## config.mk

```make
export PLATFORM = sky130hd
export DESIGN_NAME = paper_float_dot_seq
export DESIGN_NICKNAME = d
export VERILOG_FILES = /design/src/rtl/paper_float_dot_seq.sv
export SDC_FILE = /design/constraint.sdc
export NUM_CORES = 1
export LEC_CHECK = 0
export ABC_AREA = 1
export CORE_MARGIN = 2
export CORE_UTILIZATION = 35
export CTS_BUF_LIST = sky130_fd_sc_hd__clkbuf_16
export CTS_CLUSTER_SIZE = 40
export DETAILED_ROUTE_END_ITERATION = 10
export PLACE_DENSITY_LB_ADDON = 0.15
export SYNTH_ARGS = -nofsm -noshare
export SYNTH_HDL_FRONTEND = slang
export SYNTH_SLANG_ARGS = --single-unit
```

## constraint.sdc

```tcl
create_clock -name clock -period 30.3 [get_ports clock]
set_input_delay 6.06 -clock clock [delete_from_list [all_inputs] [get_ports clock]]
set_output_delay 6.06 -clock clock [all_outputs]
set_load 0.01 [all_outputs]
```

## src/rtl/paper_float_dot_seq.sv

```systemverilog
// Sequential floating-point dot product: one fused multiply-add per accepted element pair.
// Optional macro PAPER_FLOAT_DOT_INIT_EN adds a cInit port that biases every vector.
module paper_float_dot_seq #(
  parameter int EXP = 5,
  parameter int FRAC = 10,
  localparam int WIDTH = 1 + EXP + FRAC
) (
  input  logic             clock,
  input  logic             reset,
  input  logic [WIDTH-1:0] inA,
  input  logic [WIDTH-1:0] inB,
  input  logic             inLast,
  input  logic             inValid,
  output logic             inReady,
  output logic [WIDTH-1:0] outData,
  output logic             outValid,
  input  logic             outReady,
  output logic [15:0]      outCount,
`ifdef PAPER_FLOAT_DOT_INIT_EN
  input  logic [WIDTH-1:0] cInit,
`endif
  output logic [1:0]       fsm_state
);
  // Handshake: a transfer happens on a rising edge where valid && ready are both high;
  // a producer holds its payload stable while valid is high and ready is low.
  localparam logic [1:0] IDLE  = 2'd0;
  localparam logic [1:0] ACCUM = 2'd1;
  localparam logic [1:0] HOLD  = 2'd2;

  localparam int WP = 2 * (FRAC + 1);
  localparam int SH = 2 * FRAC + 6;
  localparam int WS = WP + SH + 1;
  localparam logic signed [15:0] BIAS = 16'((1 << (EXP - 1)) - 1);
  localparam logic signed [15:0] EMAX = 16'((1 << EXP) - 1);
  localparam logic signed [15:0] SH_S = 16'(SH);
  localparam logic signed [15:0] TWOF = 16'(2 * FRAC);

  logic [1:0]       state;
  logic [WIDTH-1:0] acc, mac, start_val;
  logic [15:0]      count, cnt_next;

`ifdef PAPER_FLOAT_DOT_INIT_EN
  assign start_val = cInit;
`else
  assign start_val = '0;
`endif

  // ---------------- fused multiply-add: mac = inA * inB + acc ----------------
  logic sa, sb, sc, sp, rs;
  logic [EXP-1:0]  ea, eb, ec;
  logic [FRAC-1:0] fa, fb, fc, frac_n;
  logic za, zb, zc, a_inf, b_inf, c_inf, any_nan, p_inf;
  logic [FRAC:0] ma, mb, mc, mant_r;
  logic [WP-1:0] mp, mc_al;
  logic signed [15:0] ep, ec_s, diff, emin, er;
  logic [15:0] sh, lead;
  logic [WS-1:0] lp, lc, sum, norm;
  logic guard, sticky, rnd;

  assign {sa, ea, fa} = inA;
  assign {sb, eb, fb} = inB;
  assign {sc, ec, fc} = acc;

  always_comb begin
    // Subnormal inputs flush to zero; all-ones exponent is Inf/NaN.
    za = (ea == '0);
    zb = (eb == '0);
    zc = (ec == '0);
    a_inf = (ea == '1) && (fa == '0);
    b_inf = (eb == '1) && (fb == '0);
    c_inf = (ec == '1) && (fc == '0);
    sp = sa ^ sb;
    p_inf = a_inf | b_inf;
    any_nan = ((ea == '1) && (fa != '0)) || ((eb == '1) && (fb != '0)) ||
              ((ec == '1) && (fc != '0)) || (a_inf && zb) || (b_inf && za) ||
              (p_inf && c_inf && (sp != sc));
    ma = za ? '0 : {1'b1, fa};
    mb = zb ? '0 : {1'b1, fb};
    mc = zc ? '0 : {1'b1, fc};
    mp = WP'(ma) * WP'(mb);
    mc_al = WP'({mc, {FRAC{1'b0}}});
    ep = 16'(ea) + 16'(eb) - BIAS;
    ec_s = 16'(ec);
    diff = ep - ec_s;
    // Shift the larger-exponent operand left so the sum stays exact; clamping
    // the shift keeps the far-smaller operand below the rounding position.
    if (diff > 0) begin
      sh = (diff > SH_S) ? SH_S : diff;
      lp = WS'(mp) << sh;
      lc = WS'(mc_al);
      emin = ep - sh;
    end else begin
      sh = (-diff > SH_S) ? SH_S : -diff;
      lp = WS'(mp);
      lc = WS'(mc_al) << sh;
      emin = ec_s - sh;
    end
    if (sp == sc) begin
      sum = lp + lc;
      rs = sp;
    end else if (lp >= lc) begin
      sum = lp - lc;
      rs = sp;
    end else begin
      sum = lc - lp;
      rs = sc;
    end
    lead = '0;
    for (int i = 0; i < WS; i++) begin
      if (sum[i]) lead = 16'(i);
    end
    norm = sum << (16'(WS - 1) - lead);
    frac_n = norm[WS-2 -: FRAC];
    guard = norm[WS-2-FRAC];
    sticky = |norm[WS-3-FRAC:0];
    rnd = guard & (sticky | frac_n[0]);
    mant_r = {1'b0, frac_n} + {{FRAC{1'b0}}, rnd};
    er = lead + emin - TWOF + 16'(mant_r[FRAC]);
    if (any_nan)
      mac = {1'b0, {EXP{1'b1}}, 1'b1, {(FRAC-1){1'b0}}};
    else if (p_inf)
      mac = {sp, {EXP{1'b1}}, {FRAC{1'b0}}};
    else if (c_inf)
      mac = {sc, {EXP{1'b1}}, {FRAC{1'b0}}};
    else if (!norm[WS-1])
      mac = {sp & sc, {(EXP+FRAC){1'b0}}};
    else if (er >= EMAX)
      mac = {rs, {EXP{1'b1}}, {FRAC{1'b0}}};
    else if (er <= 16'sd0)
      mac = {rs, {(EXP+FRAC){1'b0}}};
    else
      mac = {rs, er[EXP-1:0], mant_r[FRAC-1:0]};
  end

  // ---------------- sequencer ----------------
  assign inReady = (state != HOLD);
  assign fsm_state = state;
  assign cnt_next = (count == 16'hFFFF) ? count : count + 16'd1;

  always_ff @(posedge clock) begin
    if (reset) begin
      state <= IDLE;
      acc <= start_val;
      count <= '0;
      outValid <= 1'b0;
      outData <= '0;
      outCount <= '0;
    end else begin
      case (state)
        IDLE, ACCUM: begin
          if (inValid) begin
            acc <= mac;
            count <= cnt_next;
            if (inLast) begin
              state <= HOLD;
              outData <= mac;
              outCount <= cnt_next;
              outValid <= 1'b1;
            end else begin
              state <= ACCUM;
            end
          end
        end
        HOLD: begin
          if (outReady) begin
            state <= IDLE;
            outValid <= 1'b0;
            acc <= start_val;
            count <= '0;
          end
        end
        default: state <= IDLE;
      endcase
    end
  end
endmodule

```

After elaboration in Yosys (flattened, before gate mapping)
Index checks and enable logic that the tools add are counted.
- input port bits: 37
- word-level logic and storage cells: 160
- bits in registers: 67
- memories kept: 0
- bits in read-only memories: 0
- RAM bits: 0
- latch bits: 0
- output and inout bits: 36
- bitwise gates (word level): 5
- $mul: 1
- multiplexer cells: 80
- $lt $le $gt $ge: 6
- add/subtract/negate cells: 15
- divide/modulo/power cells: 0
- reduce and logical (&&, ||, !) cells: 32
- eq/ne operators: 12
- shifts and indexed selects: 3
- operators with widths (kind ; number):
    16-bit 2-to-1 mux ; 58
    49-bit 2-to-1 mux ; 4
    49-bit subtractor ; 2
    16-bit case mux with 2 select lines ; 2
    49-bit adder ; 1
    49-bit >= comparator ; 1
    21-bit by 16-bit << shifter with 49-bit output ; 1
    22-bit by 16-bit << shifter with 49-bit output ; 1
    49-bit by 16-bit << shifter with 49-bit output ; 1
    37-bit OR reduction ; 1
    11-bit 2-to-1 mux ; 3
    10-bit logical NOT ; 3
    15-bit 2-to-1 mux ; 2
    10-bit nonzero test ; 3
    11-bit by 11-bit multiplier with 22-bit output ; 1
    16-bit by 1-bit adder with 16-bit output ; 1
    16-bit by 1-bit adder with 16-bit output (second input constant) ; 1
    16-bit adder ; 1
    16-bit == test (second input constant) ; 1
    16-bit by 6-bit >= comparator with 1-bit output (second input constant) ; 1
    16-bit by 6-bit > comparator with 1-bit output (second input constant) ; 1
    16-bit by 1-bit <= comparator with 1-bit output (second input constant) ; 1
    8-bit negator with 16-bit output ; 1
    16-bit subtractor ; 1
    31 further kinds ; 61

Logic depth before layout (Yosys ltp)
Gate-level depths: netlist of run 1.
- word-level depth: 75
- mapped depth: 151
- gate-level depth less buffers: 147

Worst setup path after synthesis of run 1
OpenSTA, ideal clock, no wires.
- path kind: input port to flip-flop
- from: in inB[10]
- to: reg outData[8]
- data required time: 30.230 ns
- buffers on the path: 9
- arrival: 21.864 ns
- stages on the path: 125
- library setup time: 0.070 ns
- slack: 8.367 ns
- cells stage by stage: inv_1 -> nand4_1 -> nand2_1 -> clkbuf_1 -> nor2_1 -> nand2_1 -> fa_1 -> inv_1 -> fa_1 -> fa_1 -> fa_1 -> inv_1 -> fa_1 -> inv_1 -> ha_1 -> nand2_1 -> o21ai_0 -> inv_1 -> (+89 left out) -> nand2_1 -> nand3_1 -> nand2_1 -> or2_2 -> nand2_1 -> nand3_1 -> nor3_1 -> nand4_1 -> a21oi_1 -> inv_1 -> nor3_1 -> inv_1 -> nor2_2 -> nand2_2 -> inv_2 -> buf_6 -> nand3_1 -> a21oi_1
- longest elaborated chain between the ends: 73
- elaborated cells between the ends (all ways): 103
- classes of those cells: add/sub: 14; mul: 1; order compare: 6; eq/ne: 1; shift: 3; mux: 62; bitwise: 3; reduce/logical: 13
- RTL lines (element ; line ; RTL):
    start: declaration ; 11 ; input logic [WIDTH-1:0] inB,
    5-bit by 5-bit adder with 6-bit output ; 82 ; ep = 16'(ea) + 16'(eb) - BIAS;
    6-bit by 4-bit subtractor with 7-bit output ; 82 ;
    7-bit by 6-bit subtractor with 8-bit output ; 84 ; diff = ep - ec_s;
    8-bit negator with 16-bit output ; 93 ; sh = (-diff > SH_S) ? SH_S : -diff;
    16-bit by 6-bit > comparator with 1-bit output ; 93 ;
    16-bit 2-to-1 mux ; 93 ;
    21-bit by 16-bit << shifter with 49-bit output ; 95 ; lc = WS'(mc_al) << sh;
    49-bit 2-to-1 mux ; 87 ; if (diff > 0) begin
    (+57 left out) ; n/a ;
    16-bit by 1-bit adder with 16-bit output ; 118 ; er = lead + emin - TWOF + 16'(mant_r[FRAC]);
    16-bit by 1-bit <= comparator with 1-bit output ; 129 ; else if (er <= 16'sd0)
    15-bit 2-to-1 mux ; 129 ;
    15-bit 2-to-1 mux ; 127 ; else if (er >= EMAX)
    16-bit 2-to-1 mux ; 125 ; else if (!norm[WS-1])
    16-bit 2-to-1 mux ; 123 ; else if (c_inf)
    16-bit 2-to-1 mux ; 121 ; else if (p_inf)
    16-bit 2-to-1 mux * ; 119 ; if (any_nan)
    end signal: assignment ; 156 ; outData <= mac;
    end: declaration ; 15 ; output logic [WIDTH-1:0] outData,
Mark *: on every way between the ends. The rest lies on a longest branch, timed or not.
A chain may end at the register's enable or synchronous reset.

Worst setup path after layout of run 1
- from: in inB[12]
- to: reg acc[3]
- longest elaborated chain between the ends: 75
- elaborated cells between the ends (all ways): 105
- classes of those cells: add/sub: 14; mul: 1; order compare: 6; eq/ne: 1; shift: 3; mux: 64; bitwise: 3; reduce/logical: 13
- RTL lines (element ; line ; RTL):
    5-bit by 5-bit adder with 6-bit output ; 82 ;
    6-bit by 4-bit subtractor with 7-bit output ; 82 ;
    7-bit by 6-bit subtractor with 8-bit output ; 84 ;
    8-bit negator with 16-bit output ; 93 ;
    16-bit by 6-bit > comparator with 1-bit output ; 93 ;
    16-bit 2-to-1 mux ; 93 ;
    21-bit by 16-bit << shifter with 49-bit output ; 95 ;
    49-bit 2-to-1 mux ; 87 ;
    (+59 left out) ; n/a ;
    15-bit 2-to-1 mux ; 129 ;
    15-bit 2-to-1 mux ; 127 ;
    16-bit 2-to-1 mux ; 125 ;
    16-bit 2-to-1 mux ; 123 ;
    16-bit 2-to-1 mux ; 121 ;
    16-bit 2-to-1 mux * ; 119 ;
    16-bit 2-to-1 mux * ; 151 ; if (inValid) begin
    16-bit case mux with 2 select lines * ; 149 ; case (state)
    end signal: assignment ; 143 ; acc <= start_val;
    end signal: assignment ; 152 ; acc <= mac;
    end signal: assignment ; 168 ; acc <= start_val;
    end: declaration ; 39 ; logic [WIDTH-1:0] acc, mac, start_val;
Mark *: on every way between the ends. The rest lies on a longest branch, timed or not. The select of a mux whose other input is x is not followed.

==> results.md, run 1 <==
Status:
- The flow ran to the end, and the final reports show no timing, DRC or antenna violations.

Place:
- The detailed placer's ending HPWL is 81600 um.
- The congestion estimate from routability-driven global placement came to 1.03.
- The number of buffers inserted by port buffering is 72.
- The worst-case setup slack after placement is 3.53 ns.

Route:
- Dividing the detail-routed via count by the number of cells gives 5.39.
- In the routed design, unresolved DRC markers number 0.
- The number of detailed-route iterations in the first pass is 6.
- The average wire per cell in the routed design is 18.8 um.
- The via count of the routed design is 27810.
- The aggregate routed wire length is approximately 97000 um.
- After the first detailed-routing iteration, the DRC count stood at 2755.
- The detail route stage leaves a number of antenna-violating nets equal to 0.

GRT:
- The total congestion overflow is 0.
- The number of antenna violations at the first check in global routing is 0.
- The via count of the first global-routing pass is 26201.
- In the global route stage, overall resource usage came out at 27.0%.
- The wire length of the first global-routing pass is roughly 150000 um.
- Entering global routing, the biggest net connects 71 pins.

CTS:
- For the worst-skew pair, the clock arrives at the later sink with an insertion delay of between 0.3 and 0.4 ns.
- The cell sitting at the root of the clock tree is a sky130_fd_sc_hd__clkbuf_16.
- The number of H-tree levels is 3.
- The buffer count from post-CTS setup fixing is 0.
- The number of hold buffers added after CTS is 0.
- CTS saw 67 sinks.
- In this run, post-CTS repair resized a total of 0 instances.
- The clock transition time at the flip-flop clock pins of the worst setup and hold paths is 0.05 ns.
- The CTS tree is built.
- The maximum clock path buffer count is 2.
- The TritonCTS buffer count is 9.

Synthesis:
- The synthesized-area fraction occupied by and/or/nand/nor cells is 40.8%.
- By area, the combinational part of the netlist is dominated by simple AND/OR/NAND/NOR gates.
- The most common cell in the synthesized netlist is sky130_fd_sc_hd__nand2_1.
- After synthesis, flip-flops and latches occupy 5.60% of the total area.
- The arithmetic-cell share of the synthesized area counting full adders, half adders and majority gates is 18.5%.
- The area share of xor/xnor cells in the synthesized design is 3.17%.
- The synthesized instance count is 4332.
- The top cell type's share of synthesized area is 16.3%.
- In this run the cell area of the synthesized design comes to 23900 um^2.
- The average cell area after synthesis is 5.53 um^2.
- Yosys mapped the design onto 76 distinct sky130hd cell types.
- For this run, the number of Yosys warnings is 0.
- The dominant synthesized flop cell is sky130_fd_sc_hd__dfxtp_1.
- The count of state elements after synthesis is between 60 and 70.
- Summing the areas of all compound-gate instances in the mapped netlist gives 17.2% of the synthesized area.
- In the post-synthesis netlist, the biggest area contributors are sky130_fd_sc_hd__nand2_1 16%, sky130_fd_sc_hd__ha_1 11%, sky130_fd_sc_hd__nand3_1 11%, sky130_fd_sc_hd__inv_1 11%, sky130_fd_sc_hd__nor2_1 7.7%.
- The multiplexer share of the synthesized area is less than 1%.
- The synthesized design contains 0 enable-type register cells.
- The biggest area contributor in the post-synthesis netlist is sky130_fd_sc_hd__nand2_1.
- The share of synthesized registers carrying an async set or reset is 0%.
- Synthesis produced a netlist with a net count of 4671.
- After synthesis, the most frequently instantiated cells are 1041 x sky130_fd_sc_hd__nand2_1, 679 x sky130_fd_sc_hd__inv_1, 533 x sky130_fd_sc_hd__nand3_1, 494 x sky130_fd_sc_hd__nor2_1, 306 x sky130_fd_sc_hd__a21oi_1.

Timing:
- The number of setup violations in the final report is 0.
- The count of final hold-check violations is 0.
- The portion of the clock cycle consumed by the worst path in the final layout is 88.1%.
- The final number of max-transition violations is 0.
- The final-layout setup total negative slack is 0 ns.
- On the final layout, the worst hold slack is 0.463 ns.
- Setup repair after global routing left no endpoint under its margin.
- The maximum clock frequency is about 37 MHz.
- The worst slew margin relative to its limit is 26.2%.
- The time the worst path needs with I/O delays and setup is 26.69 ns.
- The slew at the pin closest to its max-slew limit is 1.11 ns.
- In the post-route analysis, the smallest setup slack over all paths is between 3 and 4 ns.
- The worst-case clock skew is 0.00474 ns.

Setup path:
- Data on the critical path is required at its endpoint by 30.55 ns.
- For this design, the slowest cell found on the critical path is sky130_fd_sc_hd__inv_2.
- The most numerous cell type found on the critical path is sky130_fd_sc_hd__nand2_1.
- The data arrival time of the critical path is around 27 ns.
- The highest net fanout along the worst path is between 50 and 60.
- The category of the worst setup path launch point is a primary input.
- STA classifies the critical path endpoint as a flop.
- The delay of the slowest critical-path stage is 0.67 ns.
- By startpoint and endpoint, the worst setup path is classified as primary input to flop.

Floorplanning:
- Row generation in the floorplan step produced 95 rows.
- The die covers slightly above 70000 um^2.
- The area of the core is approximately 67000 um^2.
- The die is 266 um wide.
- In this run the count of I/O pins placed on the die edge is 73.
- The initial core utilization is between 30% and 40%.
- The die is 266 um tall.

Cells and area:
- The combined area of the multi-input logic cells is 19100 um^2.
- The number of antenna repair diodes is 0.
- The signed area change from the synthesized netlist to the final layout is 6.23%.
- After filler insertion, the fill cell instance count of the layout stands at 7708.
- The fraction of layout cells with a size suffix above 1 is ~3.8%.
- The total number of nets in the final design is 4620.
- The area taken by flip-flops and latches is 1340 um^2.

Run:
- The max-capacitance violation count is 0.

Min path:
- The type of the tightest min-delay check is flop to flop.
## metrics by stage
| stage | instances | util, % | area, um^2 |
|---|---|---|---|
| after floorplan | 4332 | - | 23900 |
| after global placement | 5143 | 37.3 | 25200 |
| after detailed placement | 5143 | 37.3 | 25200 |
| after CTS | 5158 | 37.7 | 25400 |
| after global routing | 5158 | 37.7 | 25400 |
| final | 5158 | 37.7 | 25400 |
## layout by cell type, fill, tap and decap left out, types with 15 or more instances in the layout
| master | netlist | layout |
|---|---|---|
| sky130_fd_sc_hd__nand2_1 | 1041 | 1041 |
| sky130_fd_sc_hd__nor3_1 | 45 | 45 |
| sky130_fd_sc_hd__inv_1 | 679 | 680 |
| sky130_fd_sc_hd__o21ai_0 | 217 | 217 |
| sky130_fd_sc_hd__nand3_1 | 533 | 533 |
| sky130_fd_sc_hd__fa_1 | 88 | 88 |
| sky130_fd_sc_hd__nand4_1 | 46 | 46 |
| sky130_fd_sc_hd__a21oi_1 | 306 | 306 |
| sky130_fd_sc_hd__clkdlybuf4s50_1 | 0 | 71 |
| sky130_fd_sc_hd__o21ai_1 | 40 | 40 |
| sky130_fd_sc_hd__o21a_1 | 26 | 26 |
| sky130_fd_sc_hd__xor2_1 | 64 | 64 |
| sky130_fd_sc_hd__inv_2 | 46 | 46 |
| sky130_fd_sc_hd__nor2_1 | 494 | 492 |
| sky130_fd_sc_hd__or2_2 | 15 | 15 |
| sky130_fd_sc_hd__ha_1 | 214 | 212 |
| sky130_fd_sc_hd__a31oi_1 | 23 | 23 |
| sky130_fd_sc_hd__dfxtp_1 | 67 | 67 |
| sky130_fd_sc_hd__buf_4 | 6 | 18 |
| sky130_fd_sc_hd__o22ai_1 | 26 | 26 |
## kinds of logic (layout without fill, tap and decap cells)
| family | Yosys count | in the layout |
|---|---|---|
| compound gates | 729 | 729 |
| buf+inv | 885 | 838 |
| fa+ha+maj | 302 | 302 |
| flops | 67 | 67 |
| simple gates | 2264 | 2264 |
| xor+xnor | 82 | 82 |
| mux | 3 | 3 |
## metal layers
layer / part of all wire (%) / up-vias / global-route usage [%]
met5: 0 / - / 0
met4: 3.7 / 0 / 8.86
met3: 5.7 / 126 / 1.96
met2: 45 / 943 / 44.7
met1: 46 / 12887 / 37.0
li1: - / 13854 / -
## critical path: cells and delay by family
family                   cells  cell delay (ns)
AND/OR/NAND/NOR             85             9.98
buffers and inverters       19             3.80
adder cells (fa/ha/maj)     12             4.85
AO/OA/AOI/OAI               10             1.75
XOR/XNOR                     2             0.33
## sequential cells by signal, indices dropped and copies added (netlist names)
register / count
fsm_state: 2
count: 16
outValid: 1
outData: 16
outCount: 16
acc: 16
## worst paths after layout
| kind | endpoint | from | cells past startpoint | slack, ns |
|---|---|---|---|---|
| max | acc[3] | inB[12] | 128 | 3.61 |
| min | outCount[5] | outCount[5] | 2 | 0.46 |
| max reg2reg | acc[3] | acc[10] | 126 | 10.97 |
| min reg2reg | outCount[5] | outCount[5] | 2 | 0.46 |
## final cells by class
class | count | share of cell area, %
tap | 873 | 4.29
multi-input combinational | 3380 | 75.2
sequential | 67 | 5.27
clock inverter | 6 | 0.192
inverter | 733 | 10.8
timing repair buffer | 90 | 3.34
clock buffer | 9 | 0.885
Power of run 1 is not shown: default switching activity piles up to over one toggle a cycle in this logic, so the estimate is an artifact.
==> inputs of run 2 (changes only) <==
Settings changed: REMOVE_ABC_BUFFERS from default to 1.
==> results.md, run 2 (synthesis results as in run 1) <==
Timing:
- Clock skew on the completed layout was measured at 0.00482 ns.
- The count of final hold-check violations is 0.
- The smallest clock period supported by the final layout is computed as 26.67 ns.
- At the pin with the least slew margin, the transition time is 1.21 ns.
- Timing would allow up to approximately 37 MHz.
- The number of setup violations in the final report is 0.
- The worst slew margin relative to its limit is 19.0%.
- The worst hold slack is 0.465 ns.
- The final number of max-transition violations is 0.
- After layout, the worst setup slack is 3.63 ns.
- Setup repair after global routing left no endpoint under its margin.
- Summed over all failing endpoints, the final setup total negative slack is 0 ns.
- The worst path uses 88.0% of the clock period.

Route:
- The aggregate routed wire length is 94300 um.
- The remaining antenna violation count is 0.
- The detailed router finished its first iteration with 2516 violations.
- The average wire per cell in the routed design is 18.3 um.
- The pre-antenna-repair detailed-routing pass consisted of 6 iterations.
- In the routed design, unresolved DRC markers number 0.
- The via density per instance is about 5.3.
- The detailed router placed 27577 vias in this run.

CTS:
- Clock-pin slew was measured on the worst setup and hold paths at 0.05 ns.
- The clock latency reported for the late side of the worst-skew pair is 0.33 ns.
- The number of H-tree levels is 3.
- In this run the clock root is driven by a sky130_fd_sc_hd__clkbuf_16.
- The TritonCTS buffer count is 9.
- Buffers added to address setup during post-CTS repair amount to 0.
- No sink is reached through more buffers than the 2 on the longest clock path.
- The number of hold buffers added after CTS is 0.
- TritonCTS built the clock tree.
- The clock drives 67 sinks.
- Gates resized during post-CTS repair numbered 0.

Setup path:
- Data on the critical path is required at its endpoint by 30.56 ns.
- The nature of the critical path endpoint is a flop.
- In this run the worst path has a maximum fanout of 56.
- STA puts the critical path data arrival time at 26.94 ns.
- On the worst path, the slowest cell contributes a delay of between 0.6 and 0.7 ns.
- The most numerous cell type found on the critical path is sky130_fd_sc_hd__nand2_1.
- Across all register-to-register paths, the minimum setup slack is 10.44 ns.
- In this run the critical register-to-register path is launched from acc[10].
- The category of the worst setup path launch point is a primary input.
- The category of the most critical setup path is primary input to flop.
- The cell with the largest stage delay on the worst path is sky130_fd_sc_hd__nor2_1.
- Measured in cells, the most critical reg-to-reg path has a length of between 100 and 150.
- The endpoint identified for the worst register-to-register timing path is acc[8].

Min path:
- The type of the tightest min-delay check is flop to flop.
- The worst hold path was traced through 2 stages.
- For hold timing, the worst endpoint is outCount[2].
- The hold path startpoint is outCount[2].

GRT:
- The largest net degree at the start of global routing is 72.
- The via count of the first global-routing pass is 25792.
- The number of antenna violations at the first check in global routing is 1.
- The first global-routing pass estimated between 100000 and 150000 um of wire.
- The global router's overall resource usage is 26.2%.
- The total congestion overflow is 0.

Floorplanning:
- The core region is 67400 um^2.
- The x dimension of the die is 266 um.
- The initialized floorplan defines 95 standard-cell rows.
- The initial utilization of the core area, before any placement, comes to ~36%.
- The number of top-level pins is 73.
- The overall die area is 70500 um^2.
- The height of the chip is roughly 270 um.

Cells and area:
- Cells with a size suffix above 1 make up 3.92% of the layout.
- The number of antenna diodes in the final layout is 0.
- The combined area of the multi-input logic cells is 19100 um^2.
- The area taken by flip-flops and latches is roughly 1300 um^2.
- The final core utilization is 37.7%.
- The library cell used most frequently in the layout, excluding fill and tap cells, is sky130_fd_sc_hd__nand2_1.
- The layout filler cell count is 7760.
- For this run, the post-layout net count is 4623.
- The signed area change from the synthesized netlist to the final layout is 6.24%.
- The top cell types in the final layout, fill and taps aside, are 1041 x sky130_fd_sc_hd__nand2_1, 682 x sky130_fd_sc_hd__inv_1, 533 x sky130_fd_sc_hd__nand3_1, 492 x sky130_fd_sc_hd__nor2_1, 306 x sky130_fd_sc_hd__a21oi_1.

Place:
- The worst-case setup slack after placement is 3.59 ns.
- The placer congestion estimate is 1.00.
- Detailed placement finished with a half-perimeter wire length of 78900 um.
- Buffers placed on the I/O ports in this run total 72.

Run:
- The tool flagged a number of max-cap violations equal to 0.

Status:
- The run finished with clean final reports.
## run 2: how the worst max path moves through the flow
stage                     slack, ns    start          to
after floorplan                6.44  inB[14]      acc[7]
after global placement         3.72  inB[12]      acc[3]
after detailed placement       3.59  inB[12]      acc[4]
after CTS                      3.90  inB[12]      acc[4]
after global routing           1.50  inB[12]  outData[3]
final                          3.63  inB[12]      acc[8]
## run 2: per-layer routing
metal	up-vias	part of all wire, %	track usage [%]
met5	-	0	0
met4	0	3.1	7.48
met3	109	6.0	2.17
met2	874	45	43.4
met1	12739	46	36.2
li1	13855	-	-
## run 2: final cells by class
cell class	instances	share of cell area, %
clock inverter	7	0.113
multi-input combinational	3380	75.2
tap	873	4.29
timing repair buffer	93	3.43
sequential	67	5.27
clock buffer	9	0.885
inverter	733	10.8
## run 2: critical path: cells and delay by family
family,cells,cell delay (ns)
xor gates and xnor gates,1,0.16
AOI/OAI and AO/OA,11,2.28
buffers and inverters,17,3.39
and+or+nand+nor,90,10.20
adders and majority gates,12,4.67
## run 2: metrics by stage
stage	std cells	cell area (um^2)
final	5162	25400
after CTS	5162	25400
after global routing	5162	25400
after detailed placement	5146	25200
after global placement	5146	25200
after floorplan	4180	23200
Power of run 2 is left out for the same reason.
